$ cat src/rtl/apb_upio_if.sv
// APB3 slave-side bus bundle for the UPIO block; signal names follow the AMBA APB naming.
`timescale 1ns/1ps
interface apb_upio_if #(
    parameter int ADDR_WIDTH = 12
);
    logic [ADDR_WIDTH-1:0] PADDR;
    logic [31:0]           PWDATA;
    logic                  PWRITE;
    logic                  PSEL;
    logic                  PENABLE;
    logic [31:0]           PRDATA;
    logic                  PREADY;
    logic                  PSLVERR;

    modport master (
        output PADDR, PWDATA, PWRITE, PSEL, PENABLE,
        input  PRDATA, PREADY, PSLVERR
    );

    modport slave (
        input  PADDR, PWDATA, PWRITE, PSEL, PENABLE,
        output PRDATA, PREADY, PSLVERR
    );
endinterface

$ cat src/rtl/apb_upio_irq.sv
// APB-mapped general-purpose pins with set/clear/toggle helpers and per-pin
// level/edge interrupts latched in a write-1-to-clear status register.
`timescale 1ns/1ps
module apb_upio_irq #(
    parameter int APB_ADDR_WIDTH = 12,
    parameter int NUM_PINS       = 16,
    parameter int SYNC_STAGES    = 2
) (
    input  logic                clk_i,
    input  logic                rst_n,
    apb_upio_if.slave           apb,
    input  logic [NUM_PINS-1:0] upio_in_i,
    output logic [NUM_PINS-1:0] upio_out_o,
    output logic [NUM_PINS-1:0] upio_dir_o,
    output logic                int_o
);

    localparam logic [3:0] IDX_DIR    = 4'd0;
    localparam logic [3:0] IDX_OUT    = 4'd1;
    localparam logic [3:0] IDX_IN     = 4'd2;
    localparam logic [3:0] IDX_INTEN  = 4'd3;
    localparam logic [3:0] IDX_TYPE   = 4'd4;
    localparam logic [3:0] IDX_POL    = 4'd5;
    localparam logic [3:0] IDX_STATUS = 4'd6;
    localparam logic [3:0] IDX_SET    = 4'd7;
    localparam logic [3:0] IDX_CLR    = 4'd8;
    localparam logic [3:0] IDX_TOG    = 4'd9;

    logic [APB_ADDR_WIDTH-1:0] addr;
    logic [3:0]                idx;
    logic                      addrErr;
    logic                      access;
    logic                      wrEn;
    logic [NUM_PINS-1:0]       wdata;
    logic                      unusedPwdata;

    logic [NUM_PINS-1:0] dir_q, dir_d;
    logic [NUM_PINS-1:0] out_q, out_d;
    logic [NUM_PINS-1:0] inten_q, inten_d;
    logic [NUM_PINS-1:0] type_q, type_d;
    logic [NUM_PINS-1:0] pol_q, pol_d;
    logic [NUM_PINS-1:0] status_q, status_d;
    logic [NUM_PINS-1:0] prev_q;
    logic [NUM_PINS-1:0] sync_q [SYNC_STAGES];
    logic [NUM_PINS-1:0] syncOut;
    logic [NUM_PINS-1:0] evt;
    logic [NUM_PINS-1:0] w1c;
    logic [31:0]         rdata;

    assign addr         = apb.PADDR;
    assign idx          = addr[5:2];
    assign addrErr      = (addr >= APB_ADDR_WIDTH'(32'h28)) || (addr[1:0] != 2'b00);
    assign access       = apb.PSEL & apb.PENABLE;
    assign wrEn         = access & apb.PWRITE & ~addrErr;
    assign wdata        = apb.PWDATA[NUM_PINS-1:0];
    assign unusedPwdata = ^apb.PWDATA;

    assign syncOut = sync_q[SYNC_STAGES-1];

    // Level mode matches POL directly; edge mode compares against last cycle's sample.
    assign evt = (~type_q & ~(syncOut ^ pol_q))
               | ( type_q &  pol_q &  syncOut & ~prev_q)
               | ( type_q & ~pol_q & ~syncOut &  prev_q);

    assign w1c = (wrEn && idx == IDX_STATUS) ? wdata : '0;

    always_comb begin
        dir_d    = dir_q;
        out_d    = out_q;
        inten_d  = inten_q;
        type_d   = type_q;
        pol_d    = pol_q;
        if (wrEn) begin
            case (idx)
                IDX_DIR:   dir_d   = wdata;
                IDX_OUT:   out_d   = wdata;
                IDX_INTEN: inten_d = wdata;
                IDX_TYPE:  type_d  = wdata;
                IDX_POL:   pol_d   = wdata;
                IDX_SET:   out_d   = out_q | wdata;
                IDX_CLR:   out_d   = out_q & ~wdata;
                IDX_TOG:   out_d   = out_q ^ wdata;
                default:   ;
            endcase
        end
        // A new event outranks a simultaneous clear so it is never lost.
        status_d = (status_q & ~w1c) | (evt & inten_q);
    end

    always_ff @(posedge clk_i or negedge rst_n) begin
        if (!rst_n) begin
            dir_q    <= '0;
            out_q    <= '0;
            inten_q  <= '0;
            type_q   <= '0;
            pol_q    <= '0;
            status_q <= '0;
            prev_q   <= '0;
            for (int s = 0; s < SYNC_STAGES; s++) sync_q[s] <= '0;
        end else begin
            dir_q    <= dir_d;
            out_q    <= out_d;
            inten_q  <= inten_d;
            type_q   <= type_d;
            pol_q    <= pol_d;
            status_q <= status_d;
            prev_q   <= syncOut;
            sync_q[0] <= upio_in_i;
            for (int s = 1; s < SYNC_STAGES; s++) sync_q[s] <= sync_q[s-1];
        end
    end

    always_comb begin
        rdata = '0;
        case (idx)
            IDX_DIR:    rdata[NUM_PINS-1:0] = dir_q;
            IDX_OUT:    rdata[NUM_PINS-1:0] = out_q;
            IDX_IN:     rdata[NUM_PINS-1:0] = syncOut;
            IDX_INTEN:  rdata[NUM_PINS-1:0] = inten_q;
            IDX_TYPE:   rdata[NUM_PINS-1:0] = type_q;
            IDX_POL:    rdata[NUM_PINS-1:0] = pol_q;
            IDX_STATUS: rdata[NUM_PINS-1:0] = status_q;
            default:    rdata = '0;
        endcase
    end

    assign apb.PRDATA  = (rst_n && apb.PSEL && !addrErr) ? rdata : 32'h0;
    assign apb.PREADY  = 1'b1;
    assign apb.PSLVERR = rst_n & access & addrErr;

    assign upio_out_o = out_q;
    assign upio_dir_o = dir_q;
    assign int_o      = |(status_q & inten_q);

endmodule

$ cat src/flat_wrapper.sv
// flat-port wrapper written by rule: the top's interface ports become plain ports
module apb_upio_irq_flat 
#(
    parameter int APB_ADDR_WIDTH = 12,
    parameter int NUM_PINS       = 16,
    parameter int SYNC_STAGES    = 2
)
  (clk_i, rst_n, upio_in_i, upio_out_o, upio_dir_o, int_o, apb_PADDR, apb_PWDATA, apb_PWRITE, apb_PSEL, apb_PENABLE, apb_PRDATA, apb_PREADY, apb_PSLVERR);
  apb_upio_if #(.ADDR_WIDTH(12)) apb_i ();
  input  logic clk_i;
  input  logic rst_n;
  input  logic [NUM_PINS-1:0] upio_in_i;
  output logic [NUM_PINS-1:0] upio_out_o;
  output logic [NUM_PINS-1:0] upio_dir_o;
  output logic int_o;
  input wire logic [$bits(apb_i.PADDR)-1:0] apb_PADDR;
  input wire logic [$bits(apb_i.PWDATA)-1:0] apb_PWDATA;
  input wire logic [$bits(apb_i.PWRITE)-1:0] apb_PWRITE;
  input wire logic [$bits(apb_i.PSEL)-1:0] apb_PSEL;
  input wire logic [$bits(apb_i.PENABLE)-1:0] apb_PENABLE;
  output wire logic [$bits(apb_i.PRDATA)-1:0] apb_PRDATA;
  output wire logic [$bits(apb_i.PREADY)-1:0] apb_PREADY;
  output wire logic [$bits(apb_i.PSLVERR)-1:0] apb_PSLVERR;
  assign apb_i.PADDR = apb_PADDR;
  assign apb_i.PWDATA = apb_PWDATA;
  assign apb_i.PWRITE = apb_PWRITE;
  assign apb_i.PSEL = apb_PSEL;
  assign apb_i.PENABLE = apb_PENABLE;
  assign apb_PRDATA = apb_i.PRDATA;
  assign apb_PREADY = apb_i.PREADY;
  assign apb_PSLVERR = apb_i.PSLVERR;
  apb_upio_irq #(.APB_ADDR_WIDTH(APB_ADDR_WIDTH), .NUM_PINS(NUM_PINS), .SYNC_STAGES(SYNC_STAGES)) u_core (.clk_i(clk_i), .rst_n(rst_n), .apb(apb_i), .upio_in_i(upio_in_i), .upio_out_o(upio_out_o), .upio_dir_o(upio_dir_o), .int_o(int_o));
endmodule
$ cat config.mk
export PLATFORM = sky130hd
export DESIGN_NAME = apb_upio_irq_flat
export DESIGN_NICKNAME = d
export VERILOG_FILES = /design/src/rtl/apb_upio_if.sv /design/src/rtl/apb_upio_irq.sv /design/src/flat_wrapper.sv
export SDC_FILE = /design/constraint.sdc
export NUM_CORES = 1
export LEC_CHECK = 0
export ABC_AREA = 1
export CORE_MARGIN = 2
export CORE_UTILIZATION = 30
export DETAILED_ROUTE_END_ITERATION = 6
export PLACE_DENSITY_LB_ADDON = 0.1
export REMOVE_ABC_BUFFERS = 1
export SETUP_SLACK_MARGIN = 0.1
export SYNTH_ARGS = -nofsm -noshare
export SYNTH_HDL_FRONTEND = slang
export SYNTH_SLANG_ARGS = --single-unit
export TNS_END_PERCENT = 10
$ cat constraint.sdc
create_clock -name clk_i -period 3 [get_ports clk_i]
set_input_delay 0.45 -clock clk_i [delete_from_list [all_inputs] [get_ports clk_i]]
set_output_delay 0.45 -clock clk_i [all_outputs]
set_load 0.02 [all_outputs]
======== Yosys cells after proc, flatten, opt, wreduce, memory -nomap -nowiden ========
Index checks and enable logic that the tools add are counted.
word-level totals
  bits in registers ....................... 144
  input port bits ......................... 65
  output and inout port bits .............. 67
cells by class
  order comparisons ....................... 1
  eq/ne operators ......................... 9
  mux-type cells .......................... 4
  bitwise gates (word level) .............. 30
  reductions and logical operators ........ 14
operator list
  cell                                                   number
  bitwise AND 16 bit                                     11
  inverter 16 bit                                        7
  one-hot mux 16 bit (7 select lines)                    1
  OR 16 bit                                              4
  one-hot mux 16 bit (4 select lines)                    1
  two-way mux 16 bit                                     2
  bitwise XOR 16 bit                                     2
  == test 4 x 3 -> 1 bit (second input constant)         4
  OR reduction 16 bit                                    1
  >= comparator 12 x 6 -> 1 bit (second input constant)  1
  AND reduction 2 bit                                    5
  == test 4 x 2 -> 1 bit (second input constant)         2
  == test 4 bit (second input constant)                  2
  bitwise AND 1 bit                                      5
  == test 4 x 1 -> 1 bit (second input constant)         1
  logical NOT 4 bit                                      1
  nonzero test 4 bit                                     1
  logical AND 1 bit                                      3
  nonzero test 2 bit                                     1
  logical NOT 1 bit                                      1
  logical OR 1 bit                                       1
  inverter 1 bit                                         1

======== Logic depth before layout (Yosys ltp) ========
Gate-level depths: netlist of run 1.
  depth after elaboration ................. 9
  mapped depth ............................ 11
  mapped depth without buffers ............ 9

======== Least setup slack after synthesis of run 1 ========
Ideal clock, no wire load.
  path type ............................... input port to output port
  start point ............................. input port apb_PADDR[5]
  end point ............................... output port apb_PRDATA[13]
  arrival time ............................ 1,724 ps
  data required time ...................... 2,550 ps
  path slack .............................. 826 ps
  stages on the path ...................... 11
  buffers on the path ..................... 2
  cells stage by stage .................... buf_2 > inv_2 > nand2_1 > inv_2 > nand2_1 > inv_2 > buf_4 > nand2_1 > nand2_1 > nor2_1 > a21oi_1
between the ends
  word-level cells in the longest chain between the ends .. 5
  elaborated cells on any way between the ends .. 13
  classes of those cells .................. order compare (1); eq/ne (6); mux (2); reduce/logical (4)
RTL lines
  what                           RTL line             source
  from (decl)                    flat_wrapper.sv:16   input wire logic [$bits(apb_i.PADDR)-1:0] apb_PADDR;
  >= comparator 12 x 6 -> 1 bit  apb_upio_irq.sv:52   assign addrErr = (addr >= APB_ADDR_WIDTH'(32'h28)) || (addr[1:0] != 2'b00);
  logical OR 1 bit               apb_upio_irq.sv:52
  logical NOT 1 bit              apb_upio_irq.sv:127  assign apb.PRDATA = (rst_n && apb.PSEL && !addrErr) ? rdata : 32'h0;
  logical AND 1 bit              apb_upio_irq.sv:127
  two-way mux 16 bit (*)         apb_upio_irq.sv:127
  to (decl)                      flat_wrapper.sv:21   output wire logic [$bits(apb_i.PRDATA)-1:0] apb_PRDATA;
Mark *: on every way between the ends. The rest lies on a longest branch, timed or not.

======== Final worst setup path of run 1 ========
  start point ............................. input port apb_PADDR[4]
  end point ............................... output port apb_PSLVERR
between the ends
  word-level cells in the longest chain between the ends .. 3
RTL lines
  what                           RTL line             source
  >= comparator 12 x 6 -> 1 bit  apb_upio_irq.sv:52
  logical OR 1 bit               apb_upio_irq.sv:52
  bitwise AND 1 bit              apb_upio_irq.sv:129  assign apb.PSLVERR = rst_n & access & addrErr;
  to (decl)                      flat_wrapper.sv:23   output wire logic [$bits(apb_i.PSLVERR)-1:0] apb_PSLVERR;
No other way between the ends.

==> metrics.csv, run 1 <==
stage;metric;value;unit
yosys;Synth Warn #;0;
clock_network;CTS root buf;clkbuf_16;
final_layout;finished layout cell area;0.00974;mm2
sta;Hold Fails Final Rpt;0;
grt;M2 GR Usage;29.7;%
clock_network;post-CTS setup buffers;0;
clock_network;TritonCTS clock tree;built;
final_layout;commonest non-fill, non-tap cell in the layout;nand2_1;
worst_setup_path;Slowest-stage cell, CP;clkdlybuf4s50_1;
worst_setup_path;CP Max Fanout;23;
power;Clock power frac;47.5;%
yosys;mapped cell area;0.00742;mm2
power;Peak VDD IR;242;uV
routing;vias per cell;4.66;
floorplanning;die height;161;um
clock_network;CTS Hold Bufs;0;
sta;# setup viols final;0;
power;internal power;3.39;mW
yosys;Avg Cell Area, Syn;7.82;um2
sta;Hold WS;0.143;ns
status;outcome;completed;
sta;final setup TNS;0;ns
yosys;Yosys reg bits;144;
placement;count of input and output buffers;98;
sta;fin crit share;94.1;%
grt;first-pass GRT wire length;37500;um
routing;Antenna Nets Post-Route;0;
sta;Max Clock Freq;0.354;GHz
grt;initial antenna violation count;0;
routing;Residual DRC;0;
yosys;share of the yosys chip area belonging to registers;48.5;%
routing;WL/cell;16.8;um
sta;RSZ-0062 raised after global routing;true;
final_layout;NumNets Final;1196;
min_path;Hold WC Path Type;input pin to async pin;
worst_setup_path;Critical Path Start Type;input pin;
floorplanning;chip width;161;um
floorplanning;Core ar.;0.0243;mm2
grt;overall routing resource usage;19.1;%
routing;DR pass1 iterations;5;
grt;grt met3 use;2.80;%
power;power share of the sequential group;44.8;%
floorplanning;I/O pin count;132;
power;post-layout total power;4.47;mW
clock_network;number of gates resized after CTS;17;
grt;met1 Use GR;28.3;%
final_layout;share of cells above drive strength 1;12.2;%
power;Leak Pwr;4.46;nW
grt;grt ovf;0;
sta;Setup Skew;0.00745;ns
floorplanning;initial core utilization;30.5;%
job;Max-Cap Viols;0;
sta;fin. max-slew vios;0;
clock_network;clk_lat worst skew;0.42;ns
routing;DR iter-0 viols;465;
final_layout;fin util;40.1;%
worst_setup_path;Critical Path AT;2.37;ns
worst_setup_path;Critical Path Max Stage Delay;0.60;ns
floorplanning;Die Footprint;0.0260;mm2
clock_network;total CTS buffers;17;
final_layout;commonest cells after routing, fill and taps aside;nand2_1, dfrtp_1, inv_1, clkdlybuf4s50_1, nor2_1;
grt;vias in the first global route;6426;
clock_network;Worst-path clk slew;0.06;ns
yosys;Syn Inst Count;949;
sta;Slew HR;45.5;%
worst_setup_path;critical path type;input pin to output port;
placement;hpwl dp;17000;um
worst_setup_path;cells along the critical path;clkdlybuf4s50_1 > inv_2 > buf_4 > nand3_1 > nand3_1 > nor2_2 > buf_12 > nor2_1 > clkdlybuf4s50_1;
grt;pin count of the biggest net entering global routing;145;
clock_network;Clock Path Buffers;2;
placement;RePlAce Congestion;0.809;
placement;placed cell area;0.00922;mm2
floorplanning;Rows;57;
routing;Via Count;6678;
power;switching share of total power;24.1;%
worst_setup_path;worst path required time;2.55;ns
routing;overall routed net length;24100;um
sta;Tightest Pin Transition;0.817;ns
clock_network;H-tree Lvls;4;
worst_setup_path;Crit. End Element;output port;
final_layout;P&R area growth vs syn;31.2;%
power;pwr dens;459;mW/mm2
final_layout;Ant. Diodes;0;
yosys;Netlist cell types;27;
grt;gr busiest metal;met2;
sta;Tmin final;2.82;ns
power;Comb pwr share;7.8;%
power;Psw;1.08;mW
clock_network;Clock Sinks;144;
## Yosys cell counts (all sizes together)
| cell | n | share of area [%] |
|---|---|---|
| nand2 | 328 | 17 |
| ha | 32 | 5.4 |
| inv | 90 | 4.6 |
| buf | 38 | 3.3 |
| o2111a | 1 | 0.15 |
| nand4 | 33 | 2.8 |
| clkbuf | 12 | 0.61 |
| nor2 | 78 | 4.4 |
| o21ai | 94 | 6.3 |
| a21oi | 22 | 1.5 |
| a211oi | 2 | 0.20 |
| dfrtp | 144 | 49 |
| nand3 | 57 | 4.0 |
| nor3 | 1 | 0.067 |
| o31ai | 13 | 1.3 |
| conb | 2 | 0.10 |
| nor3b | 1 | 0.10 |
| and3 | 1 | 0.084 |
## critical path, delay by kind of cell
family	cells	cell delay (ns)
buffers and inverters	5	1.54
and+or+nand+nor	4	0.38
## worst paths after layout
check | start | to | slack (ns) | depth (start not counted)
worst min-delay path | rst_n | u_core.upio_out_o[9]$_DFFE_PN0P_ | 0.14 | 2
worst max-delay path | apb_PADDR[4] | apb_PSLVERR | 0.18 | 9
max in group asynchronous | rst_n | u_core.inten_q[0]$_DFFE_PN0P_ | 2.22 | 2
worst min register to register | u_core.sync_q[31]$_DFF_PN0_ | u_core.syncOut[15]$_DFF_PN0_ | 0.34 | 0
worst max register to register | u_core.upio_out_o[14]$_DFFE_PN0P_ | u_core.upio_out_o[14]$_DFFE_PN0P_ | 1.79 | 6
min in group clk_i | u_core.sync_q[31]$_DFF_PN0_ | u_core.syncOut[15]$_DFF_PN0_ | 0.34 | 0
## layer usage
metal	wire [um]	share of wire [%]
met3	1120	4.6
met4	218	0.90
met2	10900	45
met1	11900	49
met5	0	0
## power by group through the flow
stage	Clock, mW	Combinational [mW]	Sequential (mW)
final	2.12	0.347	2.00
after global routing	2.26	0.385	2.00
after CTS	2.18	0.352	2.00
after detailed placement	0	0.349	2.04
after global placement	0	0.351	2.04
after floorplan	0	0.126	2.03
## cell families after synthesis
family	share of synthesized area [%]
buffers and inverters	8.43
adder cells (fa/ha/maj)	5.39
flip-flops	48.5
AO/OA/AOI/OAI	9.49
AND/OR/NAND/NOR	28.0
other	0.101
## registers in the layout, summed over array words and instances (netlist names)
| register | flops |
|---|---|
| u_core.type_q | 16 |
| u_core.prev_q | 16 |
| u_core.upio_out_o | 16 |
| u_core.pol_q | 16 |
| u_core.upio_dir_o | 16 |
| u_core.inten_q | 16 |
| u_core.sync_q | 16 |
| u_core.syncOut | 16 |
| u_core.status_q | 16 |
## metrics by stage
stage	instances	worst slack [ns]
floorplan	914	0.685
global placement	1404	-0.206
detailed placement	1404	-0.208
CTS	1434	-0.0621
global route	1434	0.0995
finish	1434	0.176
## cell type report
class,count,area [um2]
tap,324,405
sequential,144,3600
inverter,90,338
fill,2475,14600
clock buffer,21,470
clock inverter,9,109
timing repair buffer,166,1560
multi-input combinational,680,3260
(Power assumes the default switching activity.)
==> inputs of run 2 (changes only) <==
CORE_MARGIN = 5   (was 2)
CORE_UTILIZATION = 43   (was 30)
PLACE_DENSITY = 0.67   (was not set)
PLACE_DENSITY_LB_ADDON = not set   (was 0.1)
==> metrics.csv, run 2 (synthesized netlist as in run 1, its figures left out) <==
stage;metric;value;unit;change
worst_setup_path;Reg-to-Reg End;u_core.upio_out_o[13]$_DFFE_PN0P_;;
sta;fin. max-slew vios;0;;unchanged
worst_setup_path;crit path to;apb_PRDATA[7];;
clock_network;post-CTS setup buffers;0;;unchanged
worst_setup_path;flop-to-flop setup slack;1.82;ns;+0.03 ns
grt;overall routing resource usage;22.9;%;+3.7 points
final_layout;commonest non-fill, non-tap cell in the layout;nand2_1;;
floorplanning;Die Footprint;0.0200;mm2;-23%
routing;Residual DRC;0;;unchanged
sta;final setup margin;0.166;ns;-0.0105 ns
clock_network;Worst-path clk slew;0.06;ns;about the same
worst_setup_path;Critical Path AT;2.38;ns;about the same
placement;post-place setup slack;-0.0806;ns;+0.127 ns
worst_setup_path;Critical Path Start Type;input pin;;
worst_setup_path;critical path type;input pin to output port;;
clock_network;Clock Sinks;144;;unchanged
final_layout;finished layout cell area;0.00956;mm2;-1.9%
clock_network;CTS Hold Bufs;0;;unchanged
floorplanning;chip width;141;um;-12%
grt;grt ovf;0;;unchanged
routing;WL/cell;16.9;um;+0.60%
floorplanning;I/O pin count;132;;unchanged
status;outcome;completed;;
worst_setup_path;crit path launch;apb_PADDR[3];;
final_layout;P&R area growth vs syn;28.8;%;
grt;pin count of the biggest net entering global routing;145;;unchanged
clock_network;Clock Path Buffers;2;;unchanged
routing;DR iter-0 viols;706;;+52%
grt;vias in the first global route;6543;;+1.8%
power;Peak VDD IR;424;uV;+76%
sta;Tightest Pin Transition;0.771;ns;-0.0458 ns
routing;overall routed net length;22500;um;-6.7%
sta;Tmin final;2.83;ns;+0.0105 ns
sta;RSZ-0062 raised after global routing;true;;
min_path;Hold WC Path Type;input pin to async pin;;
placement;hpwl dp;15400;um;-9.0%
sta;Slew HR;48.6;%;+3.1 points
worst_setup_path;RR Startpoint;u_core.upio_out_o[13]$_DFFE_PN0P_;;
placement;RePlAce Congestion;0.839;;+3.8%
final_layout;share of cells above drive strength 1;10.1;%;-2.0 points
power;pwr dens;453;mW/mm2;-1.3%
sta;Hold Fails Final Rpt;0;;unchanged
floorplanning;Rows;48;;-16%
grt;initial antenna violation count;0;;unchanged
clock_network;clk_lat worst skew;0.43;ns;about the same
final_layout;Ant. Diodes;0;;unchanged
clock_network;H-tree Lvls;4;;unchanged
power;Leak Pwr;4.45;nW;-0.31%
clock_network;TritonCTS clock tree;built;;
placement;placed cell area;0.00903;mm2;-2.0%
worst_setup_path;CP Max Fanout;14;;-39%
sta;Setup Skew;0.00715;ns;-0.000300 ns
clock_network;CTS root buf;clkbuf_16;;
routing;vias per cell;5.19;;+11%
placement;count of input and output buffers;98;;unchanged
floorplanning;die height;141;um;-12%
sta;fin crit share;94.5;%;+0.35 points
final_layout;commonest cells after routing, fill and taps aside;nand2_1, dfrtp_1, inv_1, clkdlybuf4s50_1, nor2_1;;
routing;Via Count;6898;;+3.3%
clock_network;total CTS buffers;17;;unchanged
sta;Max Clock Freq;0.353;GHz;-0.37%
final_layout;NumNets Final;1191;;-0.42%
sta;# setup viols final;0;;unchanged
worst_setup_path;Crit. End Element;output port;;
worst_setup_path;worst path required time;2.55;ns;about the same
floorplanning;Core ar.;0.0171;mm2;-30%
routing;Antenna Nets Post-Route;0;;unchanged
worst_setup_path;r2r worst-path depth;6;;unchanged
floorplanning;initial core utilization;43.4;%;+13 points
routing;DR pass1 iterations;5;;unchanged
job;Max-Cap Viols;0;;unchanged
grt;first-pass GRT wire length;35100;um;-6.4%
[run 2: cell count changes in the layout (fill, tap and decap cells not counted), moves of 2 or more]
cell	delta
clkdlybuf4s15_1	+2
clkbuf_1	+3
buf_4	-2
dlygate4sd2_1	+13
clkinvlp_4	-2
clkbuf_2	-14
buf_12	-3
[run 2: metal layers]
| layer | wire, um | track usage (%) | up-vias |
|---|---|---|---|
| met5 | 0 | 0 | - |
| met4 | 514 | 7.73 | 0 |
| met3 | 2030 | 4.65 | 37 |
| met2 | 9810 | 34.4 | 336 |
| met1 | 10200 | 33.1 | 3222 |
| li1 | - | - | 3303 |
[run 2: final cells by class]
| type | count | area [um2] |
|---|---|---|
| fill | 1570 | 7560 |
| clock buffer | 25 | 495 |
| multi-input combinational | 680 | 3250 |
| clock inverter | 5 | 55.1 |
| sequential | 144 | 3600 |
| tap | 225 | 282 |
| timing repair buffer | 161 | 1530 |
| inverter | 90 | 338 |
[run 2: through the flow]
stage	util (%)	std cells	hold slack [ns]	power, mW	setup TNS, ns
after global placement	52.7	1300	0.332	2.37	-0.890
after detailed placement	52.7	1300	0.335	2.37	-0.684
after CTS	55.8	1330	0.220	4.36	0
final	55.8	1330	0.171	4.33	0
after global routing	55.8	1330	0.251	4.48	0
after floorplan	-	914	0.154	2.16	0
[run 2: how the worst min path moves through the flow]
| stage | endpoint | slack [ns] |
|---|---|---|
| global placement | u_core.syncOut[5]$_DFF_PN0_ | 0.33 |
| global route | u_core.type_q[11]$_DFFE_PN0P_ | 0.25 |
| finish | u_core.type_q[11]$_DFFE_PN0P_ | 0.17 |
| floorplan | u_core.inten_q[0]$_DFFE_PN0P_ | 0.15 |
| detailed placement | u_core.syncOut[8]$_DFF_PN0_ | 0.33 |
| CTS | u_core.sync_q[25]$_DFF_PN0_ | 0.22 |
[run 2: worst max-delay path, stage by stage]
cell	delay, ns
clkdlybuf4s50_1	0.53
buf_4	0.13
inv_2	0.04
nor2_2	0.12
nand2_1	0.10
inv_2	0.17
buf_12	0.17
nand2_1	0.05
nand2_1	0.06
nor2_1	0.05
a21oi_1	0.18
clkdlybuf4s15_1	0.33
[run 2: repair_timing]
item	in CTS	in global routing
resized for setup	16	4
gates cloned	0	0
endpoints found under the setup margin	16	9
[run 2: power by group]
| group | switching (mW) | total (mW) | internal (mW) | leakage, nW |
|---|---|---|---|---|
| clock network | 0.772 | 1.99 | 1.21 | 0.265 |
| logic | 0.208 | 0.339 | 0.131 | 2.37 |
| registers | 0.0237 | 2.00 | 1.98 | 1.82 |
| total | 1.00 | 4.33 | 3.32 | 4.45 |
==> inputs of run 3 (changes only) <==
SKIP_CTS_REPAIR_TIMING = 1   (was not set)
==> metrics.csv, run 3 (synthesized netlist as in run 1, its figures left out) <==
stage;metric;value;unit;change
grt;overall routing resource usage;22.8;%;about the same
clock_network;TritonCTS clock tree;built;;
worst_setup_path;Crit. End Element;output port;;
grt;first-pass GRT wire length;35100;um;about the same
sta;Tmin final;2.75;ns;-0.0852 ns
worst_setup_path;Critical Path Start Type;input pin;;
sta;Setup Skew;0.00736;ns;+0.000217 ns
sta;Tightest Pin Transition;0.865;ns;+0.0933 ns
final_layout;P&R area growth vs syn;29.6;%;
worst_setup_path;r2r worst-path depth;6;;unchanged
grt;initial antenna violation count;0;;unchanged
sta;Max Clock Freq;0.364;GHz;+3.1%
job;Max-Cap Viols;0;;unchanged
floorplanning;Rows;48;;unchanged
routing;Antenna Nets Post-Route;0;;unchanged
power;pwr dens;450;mW/mm2;-0.69%
final_layout;finished layout cell area;0.00962;mm2;+0.64%
sta;fin crit share;91.6;%;-2.8 points
routing;DR pass1 iterations;5;;unchanged
final_layout;share of cells above drive strength 1;10.0;%;-0.090 points
placement;placed cell area;0.00903;mm2;unchanged
sta;RSZ-0062 raised after global routing;false;;
final_layout;Post-Layout Cell Count;1330;;unchanged
routing;WL/cell;16.9;um;-0.20%
routing;Via Count;6935;;+0.54%
worst_setup_path;Critical Path AT;2.30;ns;-0.08 ns
floorplanning;die height;141;um;unchanged
placement;count of input and output buffers;98;;unchanged
worst_setup_path;critical path type;input pin to output port;;
clock_network;Clock Path Buffers;2;;unchanged
sta;# setup viols final;0;;unchanged
worst_setup_path;CP Max Fanout;23;;+9
placement;RePlAce Congestion;0.839;;unchanged
final_layout;Ant. Diodes;0;;unchanged
routing;overall routed net length;22500;um;-0.20%
power;Leak Pwr;4.68;nW;+5.2%
clock_network;CTS root buf;clkbuf_16;;
power;Peak VDD IR;421;uV;-0.70%
clock_network;Clock Sinks;144;;unchanged
clock_network;H-tree Lvls;4;;unchanged
clock_network;clk_lat worst skew;0.42;ns;about the same
floorplanning;initial core utilization;43.4;%;unchanged
floorplanning;I/O pin count;132;;unchanged
status;outcome;completed;;
placement;placed insts;1300;;unchanged
floorplanning;Die Footprint;0.0200;mm2;unchanged
worst_setup_path;worst path required time;2.55;ns;about the same
sta;final setup TNS;0;ns;unchanged
final_layout;commonest non-fill, non-tap cell in the layout;nand2_1;;
floorplanning;Core ar.;0.0171;mm2;unchanged
grt;pin count of the biggest net entering global routing;145;;unchanged
final_layout;NumNets Final;1191;;unchanged
sta;Slew HR;42.4;%;-6.2 points
placement;hpwl dp;15400;um;unchanged
clock_network;Worst-path clk slew;0.06;ns;about the same
routing;Residual DRC;0;;unchanged
power;post-layout total power;4.33;mW;about the same
routing;vias per cell;5.21;;+0.54%
grt;vias in the first global route;6543;;unchanged
min_path;Hold WC Path Type;input pin to async pin;;
clock_network;total CTS buffers;17;;unchanged
sta;fin. max-slew vios;0;;unchanged
sta;Hold Fails Final Rpt;0;;unchanged
grt;grt ovf;0;;unchanged
routing;DR iter-0 viols;627;;-11%
floorplanning;chip width;141;um;unchanged
final_layout;commonest cells after routing, fill and taps aside;nand2_1, dfrtp_1, inv_1, clkdlybuf4s50_1, nor2_1;;
[run 3: cell types whose count changed in the layout (fill, tap and decap cells not counted)]
cell	before	now
dlymetal6s2s_1	0	16
dlygate4sd2_1	13	0
clkbuf_2	1	0
clkdlybuf4s15_1	2	0
[run 3: worst paths after layout]
path	startpoint	to	slack [ns]
setup / recovery	apb_PADDR[5]	apb_PSLVERR	0.25
hold / removal	rst_n	u_core.type_q[11]$_DFFE_PN0P_	0.11
setup reg to reg	u_core.upio_out_o[13]$_DFFE_PN0P_	u_core.upio_out_o[13]$_DFFE_PN0P_	1.82
hold reg to reg	u_core.sync_q[24]$_DFF_PN0_	u_core.syncOut[8]$_DFF_PN0_	0.35
max in group asynchronous	rst_n	u_core.upio_out_o[8]$_DFFE_PN0P_	2.18
min in group clk_i	u_core.sync_q[24]$_DFF_PN0_	u_core.syncOut[8]$_DFF_PN0_	0.35
[run 3: per-layer routing]
metal / wire, um / track usage [%] / up-vias
met3: 1990 / 4.65 / 35
met5: 0 / 0 / -
li1: - / - / 3301
met4: 469 / 7.73 / 0
met1: 10100 / 33.0 / 3275
met2: 9910 / 34.4 / 324
[run 3: metrics by stage]
step                util (%)  hold slack, ns  setup WS, ns
detailed placement      52.7           0.335       -0.0806
global route            56.2           0.251         0.125
finish                  56.2           0.109         0.251
CTS                     56.0           0.220        -0.101
global placement        52.7           0.332       -0.0854
floorplan                  -           0.154         0.685
[run 3: layout make-up]
cell class / instances / area [um2]
Fill cell: 1558 / 7500
Sequential cell: 144 / 3600
Multi-Input combinational cell: 680 / 3250
Timing Repair Buffer: 161 / 1600
Clock buffer: 25 / 495
Inverter: 90 / 338
Tap cell: 225 / 282
Clock inverter: 5 / 55.1
[run 3: where the power goes]
group	internal (mW)	switching, mW
Sequential	1.98	0.0239
Clock	1.22	0.769
Combinational	0.131	0.208
[run 3: critical path, cell delays in order]
cell             delay (ns)
clkdlybuf4s50_1        0.51
buf_4                  0.16
nand3_1                0.08
nand3_1                0.08
nor2_2                 0.05
buf_4                  0.23
nor2_1                 0.12
clkdlybuf4s50_1        0.61
